**config.mk**
```make
export PLATFORM = sky130hd
export DESIGN_NAME = mips_multicycle_ctrl_flat
export DESIGN_NICKNAME = d
export VERILOG_FILES = /design/src/rtl/mips_multicycle_ctrl_if.sv /design/src/rtl/mips_multicycle_ctrl.sv /design/src/flat_wrapper.sv
export SDC_FILE = /design/constraint.sdc
export NUM_CORES = 1
export LEC_CHECK = 0
export CAP_MARGIN = 20
export CORE_AREA = 8 8 81 83
export DETAILED_ROUTE_END_ITERATION = 10
export DIE_AREA = 0 0 89 91
export PLACE_DENSITY = 0.78
export SYNTH_ARGS = -nofsm -noshare
export SYNTH_HDL_FRONTEND = slang
export SYNTH_SLANG_ARGS = --single-unit
```
**constraint.sdc**
```tcl
create_clock -name clk -period 3.2 [get_ports clk]
set_input_delay 0.64 -clock clk [delete_from_list [all_inputs] [get_ports clk]]
set_output_delay 0.64 -clock clk [all_outputs]
set_load 0.01 [all_outputs]
```
**src/rtl/mips_multicycle_ctrl_if.sv**
```systemverilog
// Control bundle between the multi-cycle MIPS sequencer and its datapath.
// master = controller side, slave = datapath / memory side.
interface mips_multicycle_ctrl_if #(
    parameter int CNT_W = 32
);
    logic [5:0]       opcode;
    logic             mem_ready;
    logic             pc_write;
    logic             pc_write_cond;
    logic             ir_write;
    logic             reg_write;
    logic             mem_read;
    logic             mem_write;
    logic             iord;
    logic [1:0]       reg_dst;
    logic [1:0]       mem_to_reg;
    logic             alu_src_a;
    logic [1:0]       alu_src_b;
    logic [1:0]       alu_op;
    logic [1:0]       pc_src;
    logic             illegal;
    logic [3:0]       state;
    logic [CNT_W-1:0] instr_count;

    modport master (
        input  opcode, mem_ready,
        output pc_write, pc_write_cond, ir_write, reg_write, mem_read, mem_write,
               iord, reg_dst, mem_to_reg, alu_src_a, alu_src_b, alu_op, pc_src,
               illegal, state, instr_count
    );

    modport slave (
        output opcode, mem_ready,
        input  pc_write, pc_write_cond, ir_write, reg_write, mem_read, mem_write,
               iord, reg_dst, mem_to_reg, alu_src_a, alu_src_b, alu_op, pc_src,
               illegal, state, instr_count
    );
endinterface

```
**src/rtl/mips_multicycle_ctrl.sv**
```systemverilog
// Multi-cycle MIPS-32 control FSM: sequences fetch/decode/execute/mem/writeback
// around a shared ALU and unified memory port, and counts retired instructions.
module mips_multicycle_ctrl #(
    parameter int CNT_W = 32
) (
    input  logic                         clk,
    input  logic                         reset_n,
    mips_multicycle_ctrl_if.master       bus
);
    typedef enum logic [3:0] {
        S_FETCH     = 4'd0,
        S_DECODE    = 4'd1,
        S_MEM_ADDR  = 4'd2,
        S_MEM_READ  = 4'd3,
        S_MEM_WB    = 4'd4,
        S_MEM_WRITE = 4'd5,
        S_R_EXEC    = 4'd6,
        S_R_WB      = 4'd7,
        S_BRANCH    = 4'd8,
        S_JUMP      = 4'd9,
        S_I_EXEC    = 4'd10,
        S_I_WB      = 4'd11,
        S_HALT      = 4'd15
    } state_t;

    localparam logic [5:0] OP_RTYPE = 6'b000000;
    localparam logic [5:0] OP_LW    = 6'b100011;
    localparam logic [5:0] OP_SW    = 6'b101011;
    localparam logic [5:0] OP_BEQ   = 6'b000100;
    localparam logic [5:0] OP_J     = 6'b000010;
    localparam logic [5:0] OP_JAL   = 6'b000011;
    localparam logic [5:0] OP_ADDI  = 6'b001000;

    state_t           state_q, state_d;
    logic [5:0]       op_q;
    logic [CNT_W-1:0] cnt_q;
    logic             retire;

    logic pc_write_c, pc_write_cond_c, ir_write_c, reg_write_c, mem_write_c;

    always_ff @(posedge clk) begin
        if (!reset_n) state_q <= S_FETCH;
        else          state_q <= state_d;
    end

    // The IR may change once DECODE is done, so later states use this copy.
    always_ff @(posedge clk) begin
        if (!reset_n)                  op_q <= 6'b0;
        else if (state_q == S_DECODE)  op_q <= bus.opcode;
    end

    assign retire = (state_d == S_FETCH) && (state_q != S_FETCH) && (state_q != S_HALT);

    always_ff @(posedge clk) begin
        if (!reset_n)    cnt_q <= '0;
        else if (retire) cnt_q <= cnt_q + 1'b1;
    end

    always_comb begin
        state_d         = state_q;
        pc_write_c      = 1'b0;
        pc_write_cond_c = 1'b0;
        ir_write_c      = 1'b0;
        reg_write_c     = 1'b0;
        mem_write_c     = 1'b0;
        bus.mem_read    = 1'b0;
        bus.iord        = 1'b0;
        bus.reg_dst     = 2'b00;
        bus.mem_to_reg  = 2'b00;
        bus.alu_src_a   = 1'b0;
        bus.alu_src_b   = 2'b00;
        bus.alu_op      = 2'b00;
        bus.pc_src      = 2'b00;
        bus.illegal     = 1'b0;
        case (state_q)
            S_FETCH: begin
                bus.mem_read  = 1'b1;
                bus.alu_src_b = 2'b01;
                ir_write_c    = bus.mem_ready;
                pc_write_c    = bus.mem_ready;
                if (bus.mem_ready) state_d = S_DECODE;
            end
            S_DECODE: begin
                bus.alu_src_b = 2'b11;
                case (bus.opcode)
                    OP_RTYPE:      state_d = S_R_EXEC;
                    OP_LW, OP_SW:  state_d = S_MEM_ADDR;
                    OP_BEQ:        state_d = S_BRANCH;
                    OP_J, OP_JAL:  state_d = S_JUMP;
                    OP_ADDI:       state_d = S_I_EXEC;
                    default:       state_d = S_HALT;
                endcase
            end
            S_MEM_ADDR: begin
                bus.alu_src_a = 1'b1;
                bus.alu_src_b = 2'b10;
                state_d       = (op_q == OP_LW) ? S_MEM_READ : S_MEM_WRITE;
            end
            S_MEM_READ: begin
                bus.mem_read = 1'b1;
                bus.iord     = 1'b1;
                if (bus.mem_ready) state_d = S_MEM_WB;
            end
            S_MEM_WB: begin
                reg_write_c    = 1'b1;
                bus.mem_to_reg = 2'b01;
                state_d        = S_FETCH;
            end
            S_MEM_WRITE: begin
                mem_write_c = 1'b1;
                bus.iord    = 1'b1;
                if (bus.mem_ready) state_d = S_FETCH;
            end
            S_R_EXEC: begin
                bus.alu_src_a = 1'b1;
                bus.alu_op    = 2'b10;
                state_d       = S_R_WB;
            end
            S_R_WB: begin
                reg_write_c = 1'b1;
                bus.reg_dst = 2'b01;
                state_d     = S_FETCH;
            end
            S_BRANCH: begin
                bus.alu_src_a   = 1'b1;
                bus.alu_op      = 2'b01;
                pc_write_cond_c = 1'b1;
                bus.pc_src      = 2'b01;
                state_d         = S_FETCH;
            end
            S_JUMP: begin
                pc_write_c = 1'b1;
                bus.pc_src = 2'b10;
                if (op_q == OP_JAL) begin
                    reg_write_c    = 1'b1;
                    bus.reg_dst    = 2'b10;
                    bus.mem_to_reg = 2'b10;
                end
                state_d = S_FETCH;
            end
            S_I_EXEC: begin
                bus.alu_src_a = 1'b1;
                bus.alu_src_b = 2'b10;
                state_d       = S_I_WB;
            end
            S_I_WB: begin
                reg_write_c = 1'b1;
                state_d     = S_FETCH;
            end
            default: begin
                // HALT and unused encodings both trap until reset.
                bus.illegal = 1'b1;
                state_d     = S_HALT;
            end
        endcase
    end

    // Reset suppresses every write strobe so an abandoned instruction leaves no trace.
    assign bus.pc_write      = pc_write_c      & reset_n;
    assign bus.pc_write_cond = pc_write_cond_c & reset_n;
    assign bus.ir_write      = ir_write_c      & reset_n;
    assign bus.reg_write     = reg_write_c     & reset_n;
    assign bus.mem_write     = mem_write_c     & reset_n;
    assign bus.state         = state_q;
    assign bus.instr_count   = cnt_q;
endmodule

```
**src/flat_wrapper.sv**
```systemverilog
// flat-port wrapper written by rule: the top's interface ports become plain ports
module mips_multicycle_ctrl_flat 
#(
    parameter int CNT_W = 32
)
  (clk, reset_n, bus_opcode, bus_mem_ready, bus_pc_write, bus_pc_write_cond, bus_ir_write, bus_reg_write, bus_mem_read, bus_mem_write, bus_iord, bus_reg_dst, bus_mem_to_reg, bus_alu_src_a, bus_alu_src_b, bus_alu_op, bus_pc_src, bus_illegal, bus_state, bus_instr_count);
  mips_multicycle_ctrl_if #(.CNT_W(CNT_W)) bus_i ();
  input  logic clk;
  input  logic reset_n;
  input wire logic [$bits(bus_i.opcode)-1:0] bus_opcode;
  input wire logic [$bits(bus_i.mem_ready)-1:0] bus_mem_ready;
  output wire logic [$bits(bus_i.pc_write)-1:0] bus_pc_write;
  output wire logic [$bits(bus_i.pc_write_cond)-1:0] bus_pc_write_cond;
  output wire logic [$bits(bus_i.ir_write)-1:0] bus_ir_write;
  output wire logic [$bits(bus_i.reg_write)-1:0] bus_reg_write;
  output wire logic [$bits(bus_i.mem_read)-1:0] bus_mem_read;
  output wire logic [$bits(bus_i.mem_write)-1:0] bus_mem_write;
  output wire logic [$bits(bus_i.iord)-1:0] bus_iord;
  output wire logic [$bits(bus_i.reg_dst)-1:0] bus_reg_dst;
  output wire logic [$bits(bus_i.mem_to_reg)-1:0] bus_mem_to_reg;
  output wire logic [$bits(bus_i.alu_src_a)-1:0] bus_alu_src_a;
  output wire logic [$bits(bus_i.alu_src_b)-1:0] bus_alu_src_b;
  output wire logic [$bits(bus_i.alu_op)-1:0] bus_alu_op;
  output wire logic [$bits(bus_i.pc_src)-1:0] bus_pc_src;
  output wire logic [$bits(bus_i.illegal)-1:0] bus_illegal;
  output wire logic [$bits(bus_i.state)-1:0] bus_state;
  output wire logic [$bits(bus_i.instr_count)-1:0] bus_instr_count;
  assign bus_i.opcode = bus_opcode;
  assign bus_i.mem_ready = bus_mem_ready;
  assign bus_pc_write = bus_i.pc_write;
  assign bus_pc_write_cond = bus_i.pc_write_cond;
  assign bus_ir_write = bus_i.ir_write;
  assign bus_reg_write = bus_i.reg_write;
  assign bus_mem_read = bus_i.mem_read;
  assign bus_mem_write = bus_i.mem_write;
  assign bus_iord = bus_i.iord;
  assign bus_reg_dst = bus_i.reg_dst;
  assign bus_mem_to_reg = bus_i.mem_to_reg;
  assign bus_alu_src_a = bus_i.alu_src_a;
  assign bus_alu_src_b = bus_i.alu_src_b;
  assign bus_alu_op = bus_i.alu_op;
  assign bus_pc_src = bus_i.pc_src;
  assign bus_illegal = bus_i.illegal;
  assign bus_state = bus_i.state;
  assign bus_instr_count = bus_i.instr_count;
  mips_multicycle_ctrl #(.CNT_W(CNT_W)) u_core (.clk(clk), .reset_n(reset_n), .bus(bus_i));
endmodule
```
# Yosys cells after proc, flatten, opt, wreduce, memory -nomap -nowiden
# Index checks and enable logic that the tools add are counted.
# classes
bitwise	5
eq_ne	20
muxes	22
addsub	1
reduce_logical	15
# op_table
op	n
adder 32 x 1 -> 32 bit, second input constant	1
one-hot mux 4 bit (8 select lines)	1
one-hot mux 4 bit (5 select lines)	1
== test 6 x 2 -> 1 bit, second input constant	3
== test 6 bit, second input constant	3
== test 4 x 3 -> 1 bit, second input constant	4
== test 4 bit, second input constant	4
one-hot mux 2 bit (2 select lines)	4
two-way mux 4 bit	3
OR reduction 12 bit	1
OR reduction 2 bit	5
== test 4 x 2 -> 1 bit, second input constant	2
logical NOT 4 bit	2
two-way mux 1 bit	8
== test 6 x 3 -> 1 bit, second input constant	1
== test 6 x 4 -> 1 bit, second input constant	1
logical NOT 6 bit	1
one-hot mux 2 bit (3 select lines)	1
bitwise AND 1 bit	5
OR reduction 5 bit	1
== test 4 x 1 -> 1 bit, second input constant	1
!= test 4 bit, second input constant	1
one-hot mux 1 bit (2 select lines)	2
nonzero test 4 bit	1
other kinds (5)	6
# totals
wordCells	66
input_bits	9
register_bits	42

# Logic depth before layout (Yosys ltp)
# logic_depth
depth_word	7
mapped_depth	9
ltp_nobuf	6

# Least setup slack after synthesis
# OpenSTA, ideal clock, no wires.
# synth_timing
path_kind	input-to-reg
start	input port bus_opcode[5]
end	register u_core.cnt_q[20], in the netlist u_core.bus.instr_count[20]
slack_ns	0.558
arrival_time_ns	2.510
setup_ns	0.132
path_stages	8
n_path_buf	2
path_cell_list	or4_1 > nand3_1 > nand3_1 > or4_4 > buf_6 > buf_2 > o41ai_1 > a21oi_1
# synth_via
elab_chain_cells	7
# synth_rtl
item	line	source
start: declaration	flat_wrapper.sv:10	input wire logic [$bits(bus_i.opcode)-1:0] bus_opcode;
== test 6 x 2 -> 1 bit or == test 6 bit (tied branches)	mips_multicycle_ctrl.sv:85	case (bus.opcode)
OR reduction 2 bit	mips_multicycle_ctrl.sv:85	
one-hot mux 4 bit (5 select lines) *	mips_multicycle_ctrl.sv:85	
one-hot mux 4 bit (8 select lines) *	mips_multicycle_ctrl.sv:75	case (state_q)
logical NOT 4 bit *	mips_multicycle_ctrl.sv:52	assign retire = (state_d == S_FETCH) && (state_q != S_FETCH) && (state_q != S_HALT);
logical AND 1 bit * (2 in a row)	mips_multicycle_ctrl.sv:52	
end signal: assignment	mips_multicycle_ctrl.sv:56	else if (retire) cnt_q <= cnt_q + 1'b1;
end: declaration	mips_multicycle_ctrl.sv:36	logic [CNT_W-1:0] cnt_q;
# Mark *: on every way between the ends. The rest lies on a longest branch, timed or not.
# A chain may end at the register's enable or synchronous reset.

# Final worst setup path
# layout_timing
start	input port bus_opcode[0]
end	register u_core.cnt_q[31], in the netlist u_core.bus.instr_count[31]
# The elaborated chain is that of the path after synthesis.

==> impl_metrics.yaml <==
synthesis:
  ys_seq_area_share_pct: 33.8
  synth_top_family_by_area: "simple AND/OR/NAND/NOR gates"
  async_flop_share_pct: 0
  synth_edf_count: 0
  syn_avg_cell_area_sq_um: 7.78
  synth_xor_area_share_pct: 0.704
  muxShareOfSynthArea_pct: 2.41
  synthFlopType: "dfxtp_1"
  synthSimpleGateAreaFrac_pct: 35.0
  ys.warnings.count: 0
  netlist_area_sq_um: 2490
  synth_top_cell_by_area: "dfxtp_1"
  ys_types: 43
  synth_nets: 330
  synthCells: 320
  synth_top_area_share_pct: 33.8
  yosys.area_share.adder_pct: 0.503
  synth_area_leaders: "dfxtp_1 (34%), a21oi_1 (7.6%), o31ai_1 (6.9%), or4_1 (6.9%), nand2_1 (5.3%)"
  synth_compound_area_share_pct: 21.8
  synth_seq_cells: 42
sta:
  fin_setup_tns_ns: 0
  relSlewSlack_pct: 50.5
  max_freq_mhz: 334
  timing.final.crit_share_pct: 93.4
  setup_viol: 0
  final_max_slew_viol_count: 0
  worst_pin_slew_ns: 0.740
  rsz0062_at_grt: "false"
  skew_ns: 0.00701
  hold_viol_final: 0
  worst_hold_slack_ns: 0.475
  finalCriticalPeriod_ns: 2.99
power_and_ir_drop:
  powerDensity_nw_per_um2: 730
  ir_worst_vdd_mv: 0.604
  power_mw: 2.46
  p_leak_nw: 1.11
min_path:
  hp-class: "register to register"
clocking:
  numClockSinks: 42
  cts_tree: "done"
  cts_made_buffers: 5
  cts_setup_buffers: 0
  holdBufCountCts: 0
  insertion_delay_ns: 0.29
  cts.clk_slew.worst_paths_ns: 0.08
  root_buffer: "clkbuf_8"
  cts_resized: 0
  clock_path_buffers: 2
  cts.htree.levels: 2
detailed_routing:
  wl_per_cell_microns: 15.5
  vias_per_cell: 5.99
  drt_first_pass_iters: 4
  vias: 2743
  drtIter0Drc: 193
  wl_microns: 7090
  drtAntennaViolNets: 0
  drcViolationCount: 0
finish:
  final_cell_area_sq_um: 3370
  instances_no_fill: 458
  area_growth_pct: 35.2
  diodes: 0
  mostFrequentLayoutCells: "clkdlybuf4s50_1 (63), dfxtp_1 (42), a21oi_1 (38), nand2_1 (35)"
  final_net_count: 395
  final_common_cell: "clkdlybuf4s50_1"
  drive_gt1_share_pct: 8.29
floorplanning:
  core_sq_um: 5340
  die_width_microns: 89
  io_pins: 64
  start_util_pct: 46.6
  die_y_microns: 91
  die_area_sq_um: 8100
  rows: 27
global_routing:
  grt_pass1_vias: 2722
  grt_max_degree: 58
  grt_remaining_overflow: 0
  grt_pass1_wl_microns: 12400
  track_usage_pct: 18.2
  met3_usage_pct: 4.68
  grt_antenna_before_repair: 0
  gr-max-usage-layer: "met2"
  met2_usage_pct: 31.8
  met1_usage_pct: 21.7
run:
  cap_violations: 0
setup_path:
  cp_num_buf_inv: 2
  path_class: "input pin to register"
  critPathSlowestCell: "or4_1"
  critPathRequiredTime_ns: 3.42
  cpPeakStageDelay_ns: 0.53
  critPathLaunchType: "input pin"
  worstSetupEndpointType: "register"
  critPathTopFamily: "simple AND/OR/NAND/NOR gates"
  critPathMaxFanout: 57
  cp.arrival_ns: 3.21
  path_cells: "clkdlybuf4s50_1 > or4_1 > nand3_1 > nand3_1 > or4_4 > buf_12 > or4_1 > a21oi_1"
placed_design:
  place.gp.congestion: 0.961
  portBuffers: 63
  post-place-cells: 450
  place_hpwl_microns: 5120
  placed_area_sq_um: 3270
run_status:
  status: "finished clean"
## metal layers
layer | up-vias | part of all wire [%]
met2 | 87 | 50
met1 | 1297 | 42
met3 | 8 | 6.6
met4 | 0 | 1.0
met5 | - | 0
li1 | 1351 | -
## through the flow
stage	setup WS [ns]	util (%)
final	0.210	63.1
after CTS	0.232	63.1
after global placement	0.0360	61.3
after global routing	0.0607	63.1
after floorplan	0.558	-
after detailed placement	-0.0747	61.3
## tightest hold or removal path: cells and delay by family (launching register included)
kind / cells / cell delay (ns)
AO/OA/AOI/OAI: 1 / 0.05
flip-flops: 1 / 0.32
AND/OR/NAND/NOR: 1 / 0.05
## cells in the mapped netlist (all sizes together) (6+ instances only)
master  instances
a21oi          38
and3            7
buf             6
clkbuf         19
dfxtp          42
mux2i           6
nand2          35
nand2b          7
nand3          17
nand4           9
nor2           18
nor3           11
o21ai           8
o31ai          23
or4            24
## registers in the layout, summed over array words and instances, names as in the netlist
signal,count
u_core.bus.instr_count,32
u_core.bus.state,4
u_core.op_q,6
## worst paths after layout
path / slack, ns / from / to / cells past startpoint
min: 0.48 / u_core.op_q[2] / u_core.op_q[2] / 2
max: 0.21 / bus_opcode[0] / u_core.bus.instr_count[31] / 8
max reg2reg: 0.52 / u_core.bus.state[0] / u_core.bus.instr_count[2] / 9
min reg2reg: 0.48 / u_core.op_q[2] / u_core.op_q[2] / 2
## cells by family (layout without fill, tap and decap cells)
family / Yosys count / count (layout)
buffers and inverters: 30 / 96
DFF: 42 / 42
adders and majority gates: 1 / 1
muxes: 6 / 6
and+or+nand+nor: 153 / 153
AOI/OAI and AO/OA: 86 / 86
xor gates and xnor gates: 2 / 2
## report_power, final
part | switching, mW | leakage, nW | internal, mW | total (mW)
sequential | 0.0944 | 0.340 | 0.571 | 0.666
combinational | 0.850 | 0.720 | 0.594 | 1.44
clock | 0.171 | 0.0482 | 0.174 | 0.346
## cell type report
cell class	count	area, sq um
Sequential cell	42	841
Clock inverter	1	5.00
Timing Repair Buffer	83	806
Fill cell	485	1970
Multi-Input combinational cell	248	1520
Tap cell	72	90.1
Clock buffer	7	86.3
Inverter	5	18.8
(Power assumes the default switching activity.)
